==> src/rtl/fp_csr_pkg.sv <==
// ---------------------------------------------------------------------------
// fp_csr_pkg
// Shared definitions for the floating-point CSR access sequencer:
//   - CSR addresses of fflags / frm / fcsr
//   - Zicsr funct3 encodings
//   - CSR port operation encodings (write / set / clear)
//   - sequencer state enum
//   - helper that recognises the FP CSR addresses
// ---------------------------------------------------------------------------
package fp_csr_pkg;

  // FP CSR addresses
  localparam logic [11:0] CSR_FFLAGS = 12'h001;
  localparam logic [11:0] CSR_FRM    = 12'h002;
  localparam logic [11:0] CSR_FCSR   = 12'h003;

  // Zicsr funct3 encodings (000 and 100 are not CSR accesses)
  localparam logic [2:0] F3_CSRRW  = 3'b001;
  localparam logic [2:0] F3_CSRRS  = 3'b010;
  localparam logic [2:0] F3_CSRRC  = 3'b011;
  localparam logic [2:0] F3_CSRRWI = 3'b101;
  localparam logic [2:0] F3_CSRRSI = 3'b110;
  localparam logic [2:0] F3_CSRRCI = 3'b111;

  // Operation applied by the CSR port to the addressed register
  typedef enum logic [1:0] {
    CSR_OP_WRITE = 2'b00,
    CSR_OP_SET   = 2'b01,
    CSR_OP_CLEAR = 2'b10
  } csr_op_e;

  // Sequencer states
  typedef enum logic [1:0] {
    ST_IDLE   = 2'b00,
    ST_DRAIN  = 2'b01,
    ST_ACCESS = 2'b10,
    ST_RESP   = 2'b11
  } seq_state_e;

  // True for the three addresses this port serves
  function automatic logic is_fp_csr_addr(input logic [11:0] addr);
    return (addr == CSR_FFLAGS) || (addr == CSR_FRM) || (addr == CSR_FCSR);
  endfunction

endpackage

==> src/rtl/fp_csr_sequencer_if.sv <==
// ---------------------------------------------------------------------------
// fp_csr_sequencer_if
// Bundles every non-clock/reset signal of the FP CSR sequencer:
//   request channel   : req_valid/req_ready, funct3, addr, rs1 data, zimm,
//                       src_zero (rs1 index or zimm is zero)
//   FPU coupling      : fpu_busy in, fpu_issue_block out
//   CSR port          : csr_write, csr_addr, csr_wdata, csr_op out,
//                       csr_rdata in (combinational read of csr_addr)
//   response channel  : resp_valid/resp_ready, resp_rdata, resp_err
// Modport master is the sequencer (initiator of CSR accesses); modport
// slave is the surrounding pipeline / CSR register file side.
// ---------------------------------------------------------------------------
interface fp_csr_sequencer_if;

  // request from execute-stage CSR dispatch
  logic        req_valid;
  logic        req_ready;
  logic [2:0]  req_funct3;
  logic [11:0] req_addr;
  logic [31:0] req_rs1_data;
  logic [4:0]  req_zimm;
  logic        req_src_zero;

  // FPU coupling
  logic        fpu_busy;
  logic        fpu_issue_block;

  // CSR register file port
  logic        csr_write;
  logic [11:0] csr_addr;
  logic [31:0] csr_wdata;
  logic [1:0]  csr_op;
  logic [31:0] csr_rdata;

  // response to writeback
  logic        resp_valid;
  logic        resp_ready;
  logic [31:0] resp_rdata;
  logic        resp_err;

  modport master (
    input  req_valid, req_funct3, req_addr, req_rs1_data, req_zimm, req_src_zero,
    output req_ready,
    input  fpu_busy,
    output fpu_issue_block,
    output csr_write, csr_addr, csr_wdata, csr_op,
    input  csr_rdata,
    output resp_valid, resp_rdata, resp_err,
    input  resp_ready
  );

  modport slave (
    output req_valid, req_funct3, req_addr, req_rs1_data, req_zimm, req_src_zero,
    input  req_ready,
    output fpu_busy,
    input  fpu_issue_block,
    input  csr_write, csr_addr, csr_wdata, csr_op,
    output csr_rdata,
    input  resp_valid, resp_rdata, resp_err,
    output resp_ready
  );

endinterface

==> src/rtl/fp_csr_req_decode.sv <==
// ---------------------------------------------------------------------------
// fp_csr_req_decode
// Combinational decode of a Zicsr request targeting the FP CSRs.
// Ports:
//   i_funct3    in  3   Zicsr funct3
//   i_addr      in  12  CSR address
//   i_src_zero  in  1   rs1 index / zimm is zero (suppresses set/clear write)
//   i_rs1_data  in  32  rs1 value for register forms
//   i_zimm      in  5   immediate for immediate forms
//   o_op        out 2   CSR port operation
//   o_wdata     out 32  write/mask data
//   o_wen       out 1   the access really writes the CSR
//   o_illegal   out 1   funct3 or address not served by this port
// ---------------------------------------------------------------------------
module fp_csr_req_decode
  import fp_csr_pkg::*;
(
  input  logic [2:0]  i_funct3,
  input  logic [11:0] i_addr,
  input  logic        i_src_zero,
  input  logic [31:0] i_rs1_data,
  input  logic [4:0]  i_zimm,
  output csr_op_e     o_op,
  output logic [31:0] o_wdata,
  output logic        o_wen,
  output logic        o_illegal
);

  logic w_bad_funct3;
  logic w_imm_form;

  // funct3[2] distinguishes the immediate forms from the register forms
  assign w_imm_form = i_funct3[2];

  always_comb begin
    o_op         = CSR_OP_WRITE;
    w_bad_funct3 = 1'b0;
    case (i_funct3)
      F3_CSRRW, F3_CSRRWI: o_op = CSR_OP_WRITE;
      F3_CSRRS, F3_CSRRSI: o_op = CSR_OP_SET;
      F3_CSRRC, F3_CSRRCI: o_op = CSR_OP_CLEAR;
      default:             w_bad_funct3 = 1'b1;
    endcase
  end

  assign o_illegal = w_bad_funct3 || !is_fp_csr_addr(i_addr);

  // A set/clear with x0 / zimm=0 is a pure read and must not write,
  // otherwise the write could clobber concurrently accrued flags.
  assign o_wen = (o_op == CSR_OP_WRITE) || !i_src_zero;

  assign o_wdata = w_imm_form ? {27'b0, i_zimm} : i_rs1_data;

endmodule

==> src/rtl/fp_csr_sequencer.sv <==
// ---------------------------------------------------------------------------
// fp_csr_sequencer
// Initiator side of the FP CSR access port. Accepts one Zicsr request for
// fflags/frm/fcsr, waits for in-flight FPU operations to retire so the
// sticky flags are current (blocking new FPU issue meanwhile), performs a
// single read-modify-write cycle on the CSR port and returns the old value.
// Parameters:
//   DRAIN_MAX  maximum DRAIN cycles before the access is aborted with error
// Ports:
//   clk   in  clock, rising edge
//   rst   in  asynchronous active-high reset
//   bus   master modport of fp_csr_sequencer_if (request, FPU coupling,
//         CSR port and response channels)
// ---------------------------------------------------------------------------
module fp_csr_sequencer
  import fp_csr_pkg::*;
#(
  parameter int DRAIN_MAX = 64
) (
  input  logic               clk,
  input  logic               rst,
  fp_csr_sequencer_if.master bus
);

  localparam int CNT_W = $clog2(DRAIN_MAX + 1);
  localparam logic [CNT_W-1:0] CNT_LIMIT = CNT_W'(DRAIN_MAX);

  // decode of the incoming request
  csr_op_e     w_op;
  logic [31:0] w_wdata;
  logic        w_wen;
  logic        w_illegal;
  logic [CNT_W-1:0] w_cnt_inc;

  // captured request
  seq_state_e  r_state;
  logic [CNT_W-1:0] r_cnt;
  logic [11:0] r_addr;
  csr_op_e     r_op;
  logic [31:0] r_wdata;
  logic        r_wen;

  // registered outputs
  logic        r_req_ready;
  logic        r_block;
  logic        r_csr_write;
  logic [11:0] r_csr_addr;
  logic [31:0] r_csr_wdata;
  csr_op_e     r_csr_op;
  logic        r_resp_valid;
  logic [31:0] r_resp_rdata;
  logic        r_resp_err;

  fp_csr_req_decode u_decode (
    .i_funct3   (bus.req_funct3),
    .i_addr     (bus.req_addr),
    .i_src_zero (bus.req_src_zero),
    .i_rs1_data (bus.req_rs1_data),
    .i_zimm     (bus.req_zimm),
    .o_op       (w_op),
    .o_wdata    (w_wdata),
    .o_wen      (w_wen),
    .o_illegal  (w_illegal)
  );

  assign w_cnt_inc = r_cnt + CNT_W'(1);

  always_ff @(posedge clk or posedge rst) begin
    if (rst) begin
      r_state      <= ST_IDLE;
      r_cnt        <= '0;
      r_addr       <= '0;
      r_op         <= CSR_OP_WRITE;
      r_wdata      <= '0;
      r_wen        <= 1'b0;
      r_req_ready  <= 1'b1;
      r_block      <= 1'b0;
      r_csr_write  <= 1'b0;
      r_csr_addr   <= '0;
      r_csr_wdata  <= '0;
      r_csr_op     <= CSR_OP_WRITE;
      r_resp_valid <= 1'b0;
      r_resp_rdata <= '0;
      r_resp_err   <= 1'b0;
    end else begin
      case (r_state)
        ST_IDLE: begin
          if (bus.req_valid) begin
            r_addr      <= bus.req_addr;
            r_op        <= w_op;
            r_wdata     <= w_wdata;
            r_wen       <= w_wen;
            r_req_ready <= 1'b0;
            r_block     <= 1'b1;
            if (w_illegal) begin
              // nothing to drain: answer with an error right away
              r_state      <= ST_RESP;
              r_resp_valid <= 1'b1;
              r_resp_err   <= 1'b1;
              r_resp_rdata <= '0;
            end else begin
              r_state <= ST_DRAIN;
              r_cnt   <= '0;
            end
          end
        end

        ST_DRAIN: begin
          r_cnt <= w_cnt_inc;
          if (!bus.fpu_busy) begin
            // CSR port outputs only change here, so they hold their
            // values between accesses
            r_state     <= ST_ACCESS;
            r_csr_write <= r_wen;
            r_csr_addr  <= r_addr;
            r_csr_wdata <= r_wdata;
            r_csr_op    <= r_op;
          end else if (w_cnt_inc == CNT_LIMIT) begin
            // FPU never went quiet: abort without touching the CSR
            r_state      <= ST_RESP;
            r_resp_valid <= 1'b1;
            r_resp_err   <= 1'b1;
            r_resp_rdata <= '0;
          end
        end

        ST_ACCESS: begin
          // csr_rdata is the pre-write value during the access cycle
          r_csr_write  <= 1'b0;
          r_resp_rdata <= bus.csr_rdata;
          r_resp_err   <= 1'b0;
          r_resp_valid <= 1'b1;
          r_state      <= ST_RESP;
        end

        ST_RESP: begin
          if (bus.resp_ready) begin
            r_resp_valid <= 1'b0;
            r_req_ready  <= 1'b1;
            r_block      <= 1'b0;
            r_state      <= ST_IDLE;
          end
        end

        default: begin
          r_state      <= ST_IDLE;
          r_req_ready  <= 1'b1;
          r_block      <= 1'b0;
          r_csr_write  <= 1'b0;
          r_resp_valid <= 1'b0;
        end
      endcase
    end
  end

  assign bus.req_ready       = r_req_ready;
  assign bus.fpu_issue_block = r_block;
  assign bus.csr_write       = r_csr_write;
  assign bus.csr_addr        = r_csr_addr;
  assign bus.csr_wdata       = r_csr_wdata;
  assign bus.csr_op          = r_csr_op;
  assign bus.resp_valid      = r_resp_valid;
  assign bus.resp_rdata      = r_resp_rdata;
  assign bus.resp_err        = r_resp_err;

endmodule
==> src/flat_wrapper.sv <==
// flat-port wrapper written by rule: the top's interface ports become plain ports
module fp_csr_sequencer_flat import fp_csr_pkg::*;
#(
  parameter int DRAIN_MAX = 64
)
  (clk, rst, bus_req_valid, bus_req_funct3, bus_req_addr, bus_req_rs1_data, bus_req_zimm, bus_req_src_zero, bus_req_ready, bus_fpu_busy, bus_fpu_issue_block, bus_csr_write, bus_csr_addr, bus_csr_wdata, bus_csr_op, bus_csr_rdata, bus_resp_valid, bus_resp_rdata, bus_resp_err, bus_resp_ready);
  fp_csr_sequencer_if bus_i ();
  input  logic clk;
  input  logic rst;
  input wire logic [$bits(bus_i.req_valid)-1:0] bus_req_valid;
  input wire logic [$bits(bus_i.req_funct3)-1:0] bus_req_funct3;
  input wire logic [$bits(bus_i.req_addr)-1:0] bus_req_addr;
  input wire logic [$bits(bus_i.req_rs1_data)-1:0] bus_req_rs1_data;
  input wire logic [$bits(bus_i.req_zimm)-1:0] bus_req_zimm;
  input wire logic [$bits(bus_i.req_src_zero)-1:0] bus_req_src_zero;
  output wire logic [$bits(bus_i.req_ready)-1:0] bus_req_ready;
  input wire logic [$bits(bus_i.fpu_busy)-1:0] bus_fpu_busy;
  output wire logic [$bits(bus_i.fpu_issue_block)-1:0] bus_fpu_issue_block;
  output wire logic [$bits(bus_i.csr_write)-1:0] bus_csr_write;
  output wire logic [$bits(bus_i.csr_addr)-1:0] bus_csr_addr;
  output wire logic [$bits(bus_i.csr_wdata)-1:0] bus_csr_wdata;
  output wire logic [$bits(bus_i.csr_op)-1:0] bus_csr_op;
  input wire logic [$bits(bus_i.csr_rdata)-1:0] bus_csr_rdata;
  output wire logic [$bits(bus_i.resp_valid)-1:0] bus_resp_valid;
  output wire logic [$bits(bus_i.resp_rdata)-1:0] bus_resp_rdata;
  output wire logic [$bits(bus_i.resp_err)-1:0] bus_resp_err;
  input wire logic [$bits(bus_i.resp_ready)-1:0] bus_resp_ready;
  assign bus_i.req_valid = bus_req_valid;
  assign bus_i.req_funct3 = bus_req_funct3;
  assign bus_i.req_addr = bus_req_addr;
  assign bus_i.req_rs1_data = bus_req_rs1_data;
  assign bus_i.req_zimm = bus_req_zimm;
  assign bus_i.req_src_zero = bus_req_src_zero;
  assign bus_req_ready = bus_i.req_ready;
  assign bus_i.fpu_busy = bus_fpu_busy;
  assign bus_fpu_issue_block = bus_i.fpu_issue_block;
  assign bus_csr_write = bus_i.csr_write;
  assign bus_csr_addr = bus_i.csr_addr;
  assign bus_csr_wdata = bus_i.csr_wdata;
  assign bus_csr_op = bus_i.csr_op;
  assign bus_i.csr_rdata = bus_csr_rdata;
  assign bus_resp_valid = bus_i.resp_valid;
  assign bus_resp_rdata = bus_i.resp_rdata;
  assign bus_resp_err = bus_i.resp_err;
  assign bus_i.resp_ready = bus_resp_ready;
  fp_csr_sequencer #(.DRAIN_MAX(DRAIN_MAX)) u_core (.clk(clk), .rst(rst), .bus(bus_i));
endmodule
==> config.mk <==
export PLATFORM = sky130hd
export DESIGN_NAME = fp_csr_sequencer_flat
export DESIGN_NICKNAME = d
export VERILOG_FILES = /design/src/rtl/fp_csr_pkg.sv /design/src/rtl/fp_csr_sequencer_if.sv /design/src/rtl/fp_csr_req_decode.sv /design/src/rtl/fp_csr_sequencer.sv /design/src/flat_wrapper.sv
export SDC_FILE = /design/constraint.sdc
export NUM_CORES = 1
export LEC_CHECK = 0
export BUFFER_PORTS_ARGS = -buffer_cell sky130_fd_sc_hd__buf_2
export CAP_MARGIN = 10
export CELL_PAD_IN_SITES_DETAIL_PLACEMENT = 2
export CELL_PAD_IN_SITES_GLOBAL_PLACEMENT = 2
export CORE_MARGIN = 8
export CORE_UTILIZATION = 34
export CTS_CLUSTER_SIZE = 8
export DETAILED_ROUTE_END_ITERATION = 10
export GPL_TIMING_DRIVEN = 0
export PLACE_DENSITY = 0.88
export SLEW_MARGIN = 5
export SYNTH_ARGS = -nofsm -noshare
export SYNTH_HDL_FRONTEND = slang
export SYNTH_SLANG_ARGS = --single-unit
==> constraint.sdc <==
create_clock -name clk -period 7.1 [get_ports clk]
set_input_delay 0.355 -clock clk [delete_from_list [all_inputs] [get_ports clk]]
set_output_delay 0.355 -clock clk [all_outputs]
set_load 0.05 [all_outputs]
======== Word-level counts from Yosys, hierarchy flattened ========
Index checks and enable logic that the tools add are counted.
storage, ports and cells
  register bits ........................... 139
  input port bits ......................... 90
  word-level logic and storage cells ...... 92
  output and inout port bits .............. 83
operators by class
  equal/unequal tests ..................... 21
  bitwise logic cells ..................... 1
  reduce and logical (&&, ||, !) cells .... 23
  add/subtract/negate cells ............... 1
  muxes and demuxes ....................... 31
operators with widths
  kind                 number
  $mux 32              5
  $pmux 32 s3          1
  $eq 12x2->1 const B  2
  $mux 7               2
  $pmux 7 s2           1
  $eq 12x1->1 const B  1
  $ne 2x2->1 const B   6
  $mux 1               10
  $mux 2               5
  $reduce_and 5->1     2
  $eq 3x3->1 const B   3
  $reduce_and 3->1     3
  $pmux 2 s4           1
  $add 7x1->7 const B  1
  $eq 7x7->1 const B   1
  $eq 3x2->1 const B   2
  $pmux 1 s2           3
  $reduce_and 2->1     3
  $reduce_bool 2->1    3
  $reduce_or 6->1      1
  $eq 2x2->1 const B   2
  $logic_not 2->1      2
  $logic_or 1x1->1     4
  $pmux 1 s4           1
  10 further kinds     12

======== Depth between registers and ports, before layout ========
Gate-level depths: netlist of the first run.
  depth after elaboration ................. 8
  gate-level depth with buffers ........... 9

======== Hierarchy ========
Synthesis of the first run repeated with hierarchy kept, for this count alone.
unflattened totals
  cells, all modules ...................... 472
  area, all modules ....................... 6040.8 um^2
modules (own cells, without submodules)
  module             area each (um^2)  times used  cells each
  fp_csr_sequencer   5734.2            1           429
  fp_csr_req_decode  306.5             1           43

======== Least setup slack after synthesis of the first run ========
OpenSTA, ideal clock, no wires.
  path type ............................... flip-flop to flip-flop
  from .................................... register u_core.r_state[1]
  to ...................................... register u_core.r_resp_err (netlist: u_core.bus.resp_err)
  path buffers ............................ 2
  data arrival time ....................... 1888 ps
  period minus slack after synthesis ...... 1967 ps
  slack ................................... 5133 ps
  required time ........................... 7021 ps
  stages on the path, launching flop included .. 10
  cells stage by stage .................... dfrtp_1 -> inv_1 -> ha_1 -> buf_2 -> inv_1 -> a221oi_1 -> a31oi_4 -> nand3_4 -> buf_6 -> mux2i_1
between the ends
  word-level cells in the longest chain between the ends .. 3
ends and longest elaborated chain
  what                                                RTL line                 text
  start: declaration                                  fp_csr_sequencer.sv:36   seq_state_e r_state;
  start signal: assignment                            fp_csr_sequencer.sv:70   r_state <= ST_IDLE;
  start signal: assignment                            fp_csr_sequencer.sv:97   r_state <= ST_RESP;
  start signal: assignment                            fp_csr_sequencer.sv:102  r_state <= ST_DRAIN;
  $eq 2x1->1, or another cell as far along            fp_csr_sequencer.sv:86   case (r_state)
  $ne 2x1->1 (no line), or another cell as far along  -
  $reduce_and 5->1 (no line)                          -
  end signal: assignment                              fp_csr_sequencer.sv:84   r_resp_err <= 1'b0;
  end signal: assignment                              fp_csr_sequencer.sv:99   r_resp_err <= 1'b1;
  end signal: assignment                              fp_csr_sequencer.sv:122  r_resp_err <= 1'b1;
  end: declaration                                    fp_csr_sequencer.sv:52   logic r_resp_err;
Parallel ways exist; a longest one is shown, timed or not.
A chain may end at the register's enable or synchronous reset.

======== Worst setup path after layout of the first run ========
  from .................................... register u_core.r_state[1]
  to ...................................... register u_core.r_csr_addr[6] (netlist: u_core.bus.csr_addr[6])
between the ends
  word-level cells in the longest chain between the ends .. 2
ends and longest elaborated chain
  what                        RTL line                 text
  $eq 2x1->1                  fp_csr_sequencer.sv:86
  $reduce_and 2->1 (no line)  -
  end signal: assignment      fp_csr_sequencer.sv:115  r_csr_addr <= r_addr;
  end: declaration            fp_csr_sequencer.sv:47   logic [11:0] r_csr_addr;
No other way between the ends.

==> results of run 1 <==
[power breakdown]
group,internal (mW),switching [mW]
registers,1.15,0.212
clock network,0.575,0.358
logic,0.527,1.45
total,2.25,2.02
[kinds of logic after synthesis]
group	after synthesis
simple gates	274
flops	139
mux	54
buf+inv	71
compound gates	65
fa+ha+maj	6
[how the worst min path moves through the flow]
stage,start,end,slack [ps]
2_1_floorplan,u_core.r_addr[11]$_DFFE_PP0P_,u_core.bus.csr_addr[11]$_DFFE_PP0P_,430
5_1_grt,rst,u_core.bus.resp_rdata[0]$_DFFE_PP0P_,50
4_1_cts,rst,u_core.bus.resp_rdata[0]$_DFFE_PP0P_,10
3_5_place_dp,rst,u_core.bus.resp_rdata[0]$_DFFE_PP0P_,460
6_report,rst,u_core.bus.resp_rdata[0]$_DFFE_PP0P_,6
3_3_place_gp,u_core.r_addr[3]$_DFFE_PP0P_,u_core.bus.csr_addr[3]$_DFFE_PP0P_,450
[worst max-delay path, delay by kind of cell (launching register included)]
| family | cells | cell delay, ps |
|---|---|---|
| fa+ha+maj | 1 | 180 |
| simple gates | 3 | 400 |
| flops | 1 | 410 |
| buf+inv | 5 | 1490 |
[sequential cells by signal (all words and copies together) (netlist names)]
register and cells:
u_core.bus.resp_valid 1, u_core.bus.csr_wdata 32, u_core.r_op 2, u_core.bus.csr_op 2, u_core.r_wen 1, u_core.r_addr 12, u_core.bus.resp_err 1, u_core.bus.csr_write 1
u_core.bus.req_ready 1, u_core.bus.resp_rdata 32, u_core.bus.csr_addr 12, u_core.r_cnt 7, u_core.bus.fpu_issue_block 1, u_core.r_wdata 32, u_core.r_state 2
[synth_stat cells (3+ instances only)]
cell type,instances
nand2_1,214
dfrtp_1,138
o21ai_0,46
inv_1,41
mux2i_1,41
nand2b_1,32
clkbuf_1,24
mux2_2,13
nand3_1,7
nor2_1,7
a21oi_1,6
ha_1,6
buf_6,3
[through the flow]
stage               hold slack [ps]  worst slack (ps)  instances  utilization  cell area, um2
floorplan                       433              3020        609            -            5970
global placement                447              1420       1006        0.412            7110
detailed placement              463              4510       1007        0.414            7140
CTS                            13.6              4470       1039        0.450            7760
global route                   46.2              4280       1040        0.450            7760
finish                         5.60              4530       1040        0.450            7760
[area by class of cell]
| type | count | area, um2 |
|---|---|---|
| fill | 1901 | 9470 |
| sequential | 139 | 3480 |
| tap | 225 | 282 |
| inverter | 41 | 159 |
| timing repair buffer | 173 | 888 |
| clock inverter | 12 | 161 |
| clock buffer | 20 | 457 |
| buffer | 30 | 136 |
| antenna | 1 | 2.50 |
| multi-input combinational | 399 | 2200 |
[routing by layer]
layer,share of wire,track usage
met5,0,0
met4,0.013,0.0643
met3,0.072,0.0526
met2,0.49,0.304
met1,0.42,0.220
==> impl_metrics.yaml, run 1 <==
run_status:
  status: "finished clean"
setup_path:
  crit_end: "u_core.bus.csr_addr[6]$_DFFE_PP0P_"
  ff2ff_setup_slack_ps: 4530
  critPathSlowestCell: "buf_1"
  required_ps: 7460
  setup.worst_path.class: "flop to flop"
  slowest_delay_ps: 450
  endpoint_kind: "flop"
  path_cells: "inv_1 -> ha_1 -> buf_2 -> inv_1 -> nor2_1 -> clkbuf_1 -> buf_1 -> nand2_1 -> nand2_1"
  worstPathMaxFanout: 10
  crit_arrival_ps: 2920
  reg2reg_depth: 9
  worstSetupStartpointType: "flop"
  reg2reg_to: "u_core.bus.csr_addr[6]$_DFFE_PP0P_"
  cp-startpoint: "u_core.r_state[1]$_DFFE_PP0P_"
  r2r-start: "u_core.r_state[1]$_DFFE_PP0P_"
yosys:
  synth_xor_area_frac: 0
  ys.flop_type: "dfrtp_1"
  yosysTopAreaCell: "dfrtp_1"
  synth_top_family_by_area: "simple AND/OR/NAND/NOR gates"
  avgSynthCellArea_um2: 9.80
  synthMuxAreaShare: 0.0933
  synth_seq_cells: 139
  netlist_area_um2: 5970
  yosys.area_share.simple: 0.198
  syn-num-nets: 705
  syn_inst: 609
  synthAdderAreaFrac: 0.0126
  synth_compound_area_frac: 0.0642
  synth_edf_count: 0
  synth_async_sr_flop_share: 1.00
  synth_top_area_frac: 0.579
  synth.distinct_cells: 37
  yosys_warnings: 0
  netlist_top_cells_area: "dfrtp_1 (58%), nand2_1 (13%), mux2i_1 (6.9%)"
  synth_seq_area_share: 0.583
timing:
  min_period_over_period: 0.361
  worstMarginPinSlew_ps: 800
  rsz0062_at_grt: "no"
  slew_headroom: 0.462
  fmax_mhz: 390
  slew_viol_final: 0
  setup_viol: 0
  min_period_ps: 2570
  fin_tns_setup_ps: 0
  skew_ps: 9.00
  hold_violations: 0
clock_network:
  cts_resized: 0
  numCtsBuffers: 17
  cts_root_buffer: "clkbuf_16"
  htreeDepth: 4
  clockBufferDepth: 2
  insertion_delay_ps: 420
  cts_hold_buf: 0
  clkSlewWorstSetupHoldPaths_ps: 60
  tritoncts: "built"
  cts_setup_buffers: 0
  cts_num_sinks: 139
final_layout:
  drive_above_1_share: 0.281
  layout_commonest_cell: "nand2_1"
  nets: 897
  layout_common_cells: "nand2_1 (214), buf_2 (173), dfrtp_1 (138)"
  area_growth_syn_to_layout_pct: 30.1
drt:
  vias_per_cell: 4.75
  drc: 0
  drt_iter0_drc: 164
  routed_wl_um: 19400
  wl_per_cell_um: 18.6
  dr_total_vias: 4940
  ant_nets: 0
  drt_first_pass_iters: 4
grt:
  grt_start_max_net_pins: 81
  antenna_found_initial: 1
  grt_pass1_vias: 5817
  gr-usage-all-layers: 0.182
  grt_pass1_wl_um: 31900
  overflow: 0
power:
  p_total_mw: 4.27
  ir_worst_vdd_mv: 0.201
  leakage_nw: 4.16
  pwr_density_cell_nw_per_um2: 550
min_path:
  hp-class: "input pin to async pin"
floorplan:
  core_um2: 17200
  dieHeight_um: 148
  die_area_um2: 22000
  ioPinCount: 173
  num_rows: 48
  die-width_um: 148
  initial_core_util: 0.346
placed_design:
  dp_hpwl_um: 14700
  finalWeightedCongestion: 0.781
  io_buffer_count: 172
flow_run:
  max_cap_viol_count: 0
Power figures use the tool's default switching activity.
==> inputs of run 2 (changes only) <==
--- a/config.mk
+++ b/config.mk
@@ -5,16 +5,17 @@
 export SDC_FILE = /design/constraint.sdc
 export NUM_CORES = 1
 export LEC_CHECK = 0
+export ABC_AREA = 1
 export BUFFER_PORTS_ARGS = -buffer_cell sky130_fd_sc_hd__buf_2
 export CAP_MARGIN = 10
 export CELL_PAD_IN_SITES_DETAIL_PLACEMENT = 2
 export CELL_PAD_IN_SITES_GLOBAL_PLACEMENT = 2
 export CORE_MARGIN = 8
-export CORE_UTILIZATION = 34
+export CORE_UTILIZATION = 27
 export CTS_CLUSTER_SIZE = 8
 export DETAILED_ROUTE_END_ITERATION = 10
 export GPL_TIMING_DRIVEN = 0
-export PLACE_DENSITY = 0.88
+export PLACE_DENSITY = 0.78
 export SLEW_MARGIN = 5
 export SYNTH_ARGS = -nofsm -noshare
 export SYNTH_HDL_FRONTEND = slang
==> constraint.sdc (replaced) <==
create_clock -name clk -period 2.1 [get_ports clk]
set_input_delay 0.105 -clock clk [delete_from_list [all_inputs] [get_ports clk]]
set_output_delay 0.105 -clock clk [all_outputs]
set_load 0.05 [all_outputs]
==> impl_metrics.yaml, run 2 <==
yosys:
  synthTopCellsByCount: "nand2_1 (230), dfrtp_1 (138), inv_1 (90), o21ai_0 (80), nand3_1 (77)"
  synth_most_common_cell: "nand2_1"
  synthAdderAreaFrac: 0.0126
  netlist_area_um2: 5970
  yosys.area_share.simple: 0.233
  synth_async_sr_flop_share: 1.00
  synth_seq_cells: 139
  synth_compound_area_frac: 0.0830
  synthMuxAreaShare: 0
  synth.distinct_cells: 28
  synth_seq_area_share: 0.583
  yosys_warnings: 0
  synth_edf_count: 0
  ys.flop_type: "dfrtp_1"
  avgSynthCellArea_um2: 8.48
  syn-num-nets: 800
  synth_top_area_frac: 0.578
  netlist_top_cells_area: "dfrtp_1 (58%), nand2_1 (14%), o21ai_0 (6.7%)"
  syn_inst: 704
  synth_xor_area_frac: 0.00147
  yosysTopAreaCell: "dfrtp_1"
  synth_top_family_by_area: "simple AND/OR/NAND/NOR gates"
placed_design:
  finalWeightedCongestion: 0.747
  io_buffer_count: 172
  dp_hpwl_um: 15500
  placed_cells: 1160
grt:
  overflow: 0
  gr-usage-all-layers: 0.173
  antenna_found_initial: 0
  grt_pass1_vias: 6569
  grt_pass1_wl_um: 36500
  grt_start_max_net_pins: 38
timing:
  fin_tns_setup_ps: 0
  worstMarginPinSlew_ps: 576
  min_period_over_period: 0.938
  hold_slack_ps: 13.9
  min_period_ps: 1970
  slew_headroom: 0.616
  slew_viol_final: 0
  skew_ps: 13.9
  fmax_mhz: 508
  setup_viol: 0
  hold_violations: 0
clock_network:
  clockBufferDepth: 2
  tritoncts: "built"
  insertion_delay_ps: 430
  clkSlewWorstSetupHoldPaths_ps: 60
  cts_root_buffer: "clkbuf_16"
  cts_num_sinks: 139
  numCtsBuffers: 17
  htreeDepth: 4
setup_path:
  slowest_delay_ps: 420
  setup.worst_path.class: "flop to flop"
  endpoint_kind: "flop"
  r2r-start: "u_core.r_state[1]$_DFFE_PP0P_"
  crit_family: "buffers and inverters"
  crit_arrival_ps: 2330
  required_ps: 2460
  cp_num_buf_inv: 4
  worstPathMaxFanout: 10
  cp-startpoint: "u_core.r_state[1]$_DFFE_PP0P_"
  crit_end: "u_core.bus.resp_rdata[2]$_DFFE_PP0P_"
  worstSetupStartpointType: "flop"
  ff2ff_setup_slack_ps: 130
  path_cells: "inv_1 -> ha_1 -> inv_1 -> nor2_4 -> inv_4 -> nand2_1 -> nor2_4 -> buf_2 -> nand3_1 -> nand2_1"
  worstSetupPathDepth: 10
  reg2reg_to: "u_core.bus.resp_rdata[2]$_DFFE_PP0P_"
  critPathSlowestCell: "dfrtp_1"
  reg2reg_depth: 10
final_layout:
  layout_commonest_cell: "nand2_1"
  multi_input_area_um2: 1990
  finalNonFillerCells: 1256
  layout_common_cells: "nand2_1 (229), buf_2 (176), dfrtp_1 (138)"
  nets: 1059
  antenna_cells: 0
  area_growth_syn_to_layout_pct: 42.4
  drive_above_1_share: 0.245
  fill_cells: 2434
  final-seq-area_um2: 3480
  fin_util: 0.391
drt:
  drt_first_pass_iters: 4
  routed_wl_um: 22700
  ant_nets: 0
  vias_per_cell: 4.55
  drt_iter0_drc: 228
  dr_total_vias: 5716
  wl_per_cell_um: 18.0
  drc: 0
min_path:
  hp-class: "input pin to flop"
power:
  p_switching_mw: 6.71
  leakage_nw: 4.66
  combPwrFrac: 0.474
  clock_power_share: 0.210
  pwr-share-seq: 0.316
  ir_worst_vdd_mv: 0.620
  swShare: 0.490
  p_int_mw: 6.99
  pwr_density_cell_nw_per_um2: 1610
flow_run:
  max_cap_viol_count: 0
run_status:
  status: "finished clean"
floorplan:
  num_rows: 54
  ioPinCount: 173
  dieHeight_um: 165
  die_area_um2: 27100
  core_um2: 21800
  die-width_um: 165
  initial_core_util: 0.274
==> run 2: repair_timing <==
action / 4_1_cts / 5_1_grt
buffers inserted: 0 / 1
resized for setup: 3 / 15
hold endpoints to repair: 75 / 0
gates cloned: 0 / 0
endpoints found under the setup margin: 81 / 86
hold buffers: 64 / 0
pin swaps: 0 / 1
==> run 2: area by class of cell <==
class / instances / area share
Clock buffer: 19 / 0.0521
Buffer: 35 / 0.0224
Inverter: 91 / 0.0409
Clock inverter: 13 / 0.0130
Timing Repair Buffer: 241 / 0.187
Multi-Input combinational cell: 438 / 0.234
Tap cell: 280 / 0.0412
Sequential cell: 139 / 0.409
==> run 2: cell families after synthesis <==
family          Yosys count
fa+ha+maj                 6
buf+inv                 127
flops                   139
compound gates           96
simple gates            335
xor+xnor                  1
==> run 2: tightest hold or removal path, cell delays in order <==
cell	delay, ps
buf_2	70
nand2_1	40
inv_1	40
nand3_1	70
nand2_1	70
==> run 2: power by group through the flow <==
stage	logic (mW)	clock network, mW	registers [mW]
floorplan	2.42	0	6.32
global placement	6.14	0	4.29
detailed placement	6.34	0	4.34
CTS	6.48	2.93	4.31
global route	7.13	3.05	4.45
finish	6.50	2.87	4.33
==> run 2: how the worst min path moves through the flow <==
stage                      startpoint                                     to  slack (ps)  cells after the start
detailed placement                rst   u_core.bus.resp_rdata[2]$_DFFE_PP0P_         170                      2
finish              bus_csr_rdata[20]  u_core.bus.resp_rdata[20]$_DFFE_PP0P_          10                      5
global route          bus_req_zimm[4]          u_core.r_wdata[4]$_DFFE_PP0P_          20                      3
global placement     bus_req_src_zero               u_core.r_wen$_DFFE_PP0P_         300                      2
CTS                   bus_req_zimm[4]          u_core.r_wdata[4]$_DFFE_PP0P_         0.4                      3
floorplan           bus_req_funct3[1]               u_core.r_wen$_DFFE_PP0P_         200                      1
==> run 2: per-stage QoR <==
stage          setup slack (ps)  total power [mW]  cell area (um2)
2_1_floorplan               261              8.74             5970
3_3_place_gp               -849              10.4             7180
3_5_place_dp               -181              10.7             7260
4_1_cts                    12.8              13.7             8460
5_1_grt                   -1.47              14.6             8500
6_report                    130              13.7             8500
==> run 2: per-layer routing <==
layer,track usage,share of wire,up-vias
li1,-,-,2716
met1,0.206,0.42,2846
met2,0.305,0.52,120
met3,0.0336,0.042,34
met4,0.0647,0.023,0
met5,0,0,-
==> inputs of run 3 (changes only) <==
--- a/config.mk
+++ b/config.mk
@@ -10,13 +10,13 @@
 export CAP_MARGIN = 10
 export CELL_PAD_IN_SITES_DETAIL_PLACEMENT = 2
 export CELL_PAD_IN_SITES_GLOBAL_PLACEMENT = 2
-export CORE_MARGIN = 8
 export CORE_UTILIZATION = 27
 export CTS_CLUSTER_SIZE = 8
 export DETAILED_ROUTE_END_ITERATION = 10
 export GPL_TIMING_DRIVEN = 0
+export HOLD_SLACK_MARGIN = 0.03
 export PLACE_DENSITY = 0.78
-export SLEW_MARGIN = 5
+export SLEW_MARGIN = 15
 export SYNTH_ARGS = -nofsm -noshare
 export SYNTH_HDL_FRONTEND = slang
 export SYNTH_SLANG_ARGS = --single-unit
==> impl_metrics.yaml, run 3 (synthesis gave the netlist of run 2 again) <==
final_layout:
  layout_common_cells: "nand2_1 (229), buf_2 (175), dfrtp_1 (138)"
  design_area_um2: 8670
  drive_above_1_share: 0.240
  nets: 1075
  area_growth_syn_to_layout_pct: 45.3
  layout_commonest_cell: "nand2_1"
clock_network:
  clkSlewWorstSetupHoldPaths_ps: 60
  insertion_delay_ps: 430
  cts_num_sinks: 139
  numCtsBuffers: 17
  htreeDepth: 4
  cts_root_buffer: "clkbuf_16"
  tritoncts: "built"
  clockBufferDepth: 2
setup_path:
  setup.worst_path.class: "flop to flop"
  crit_arrival_ps: 2270
  worstPathMaxFanout: 7
  worstSetupStartpointType: "flop"
  crit_family: "compound AO/OA/AOI/OAI gates"
  cpMostUsedCell: "buf_4"
  slowest_delay_ps: 440
  required_ps: 2410
  endpoint_kind: "flop"
  cp_num_buf_inv: 3
  path_cells: "inv_1 -> ha_1 -> o31ai_1 -> nor2_4 -> buf_4 -> buf_4 -> nand3_1 -> nand2_1"
  critPathSlowestCell: "o31ai_1"
drt:
  wl_per_cell_um: 18.1
  drt_first_pass_iters: 4
  routed_wl_um: 23100
  ant_nets: 0
  drc: 0
  vias_per_cell: 4.64
  dr_total_vias: 5918
  drt_iter0_drc: 152
timing:
  slew_headroom: 0.613
  min_period_ps: 1960
  min_period_over_period: 0.932
  worstMarginPinSlew_ps: 580
  skew_ps: 13.7
  setup_viol: 0
  slew_viol_final: 0
  hold_slack_ps: 28.1
  fmax_mhz: 511
  finalWorstSetupSlack_ps: 143
  hold_violations: 0
placed_design:
  io_buffer_count: 172
  pre_cts_ws_ps: -203
  finalWeightedCongestion: 0.763
  dpl_cell_area_um2: 7260
  dp_hpwl_um: 14500
floorplan:
  num_rows: 54
  initial_core_util: 0.274
  dieHeight_um: 151
  core_um2: 21800
  die-width_um: 151
  ioPinCount: 173
  die_area_um2: 22700
grt:
  grt_pass1_wl_um: 36400
  grt_start_max_net_pins: 35
  gr-usage-all-layers: 0.210
  grt_pass1_vias: 6607
  antenna_found_initial: 3
  overflow: 0
power:
  leakage_nw: 4.73
  pwr_density_cell_nw_per_um2: 1610
  ir_worst_vdd_mv: 0.610
run_status:
  status: "finished clean"
flow_run:
  max_cap_viol_count: 0
min_path:
  hp-class: "input pin to flop"
## run 3: cell count changes in the layout (fill, tap and decap cells not counted), moves of 3 or more
cell	previous run	this run
clkinv_4	5	2
clkinvlp_4	1	4
diode_2	0	3
dlygate4sd3_1	64	77
buf_4	6	9
inv_6	2	5
## run 3: worst min-delay path, delay by kind of cell
family                 cells  cell delay (ps)
and+or+nand+nor            3              180
buffers and inverters      2              130
## run 3: cell type report
cell class | instances | area [um2]
antenna | 3 | 7.51
clock inverter | 13 | 130
clock buffer | 19 | 443
timing repair buffer | 257 | 1740
multi-input combinational | 438 | 1980
buffer | 35 | 193
inverter | 91 | 348
sequential | 139 | 3480
tap | 280 | 350
fill | 2458 | 13100
## run 3: worst paths after layout
| check | cells past startpoint | start | end | slack [ps] |
|---|---|---|---|---|
| setup reg to reg | 8 | u_core.r_state[0]$_DFFE_PP0P_ | u_core.bus.resp_rdata[25]$_DFFE_PP0P_ | 140 |
| setup / recovery | 8 | u_core.r_state[0]$_DFFE_PP0P_ | u_core.bus.resp_rdata[25]$_DFFE_PP0P_ | 140 |
| min in group asynchronous | 3 | rst | u_core.bus.resp_rdata[28]$_DFFE_PP0P_ | 240 |
| hold / removal | 5 | bus_csr_rdata[23] | u_core.bus.resp_rdata[23]$_DFFE_PP0P_ | 30 |
| hold reg to reg | 2 | u_core.bus.resp_rdata[22]$_DFFE_PP0P_ | u_core.bus.resp_rdata[22]$_DFFE_PP0P_ | 470 |
| max in group asynchronous | 5 | rst | u_core.bus.csr_wdata[4]$_DFFE_PP0P_ | 1070 |
## run 3: per-layer routing
layer / GRT usage / vias up / share of wire
met2: 0.371 / 151 / 0.52
met5: 0 / - / 0
met4: 0.0855 / 0 / 0.031
li1: - / 2758 / -
met1: 0.251 / 2958 / 0.42
met3: 0.0370 / 51 / 0.030
## run 3: power breakdown
group	total (mW)	leakage, nW	switching, mW	internal [mW]
clock	2.99	0.273	1.30	1.69
combinational	6.66	2.64	4.95	1.71
sequential	4.33	1.81	0.569	3.76
## run 3: what timing repair did
item	CTS	global route
setup endpoints to repair	75	90
pin swaps	0	1
setup buffers	0	4
resized for setup	3	12
hold endpoints to repair	88	0
hold buffers	77	0
## run 3: through the flow
step                cells   util  power (mW)  TNS, ps
finish               1275  0.399        14.0        0
global route         1275  0.399        14.9     -124
global placement     1156  0.330        10.4  -120610
CTS                  1268  0.396        13.8        0
floorplan             704      -        8.74        0
detailed placement   1160  0.334        10.6    -5500
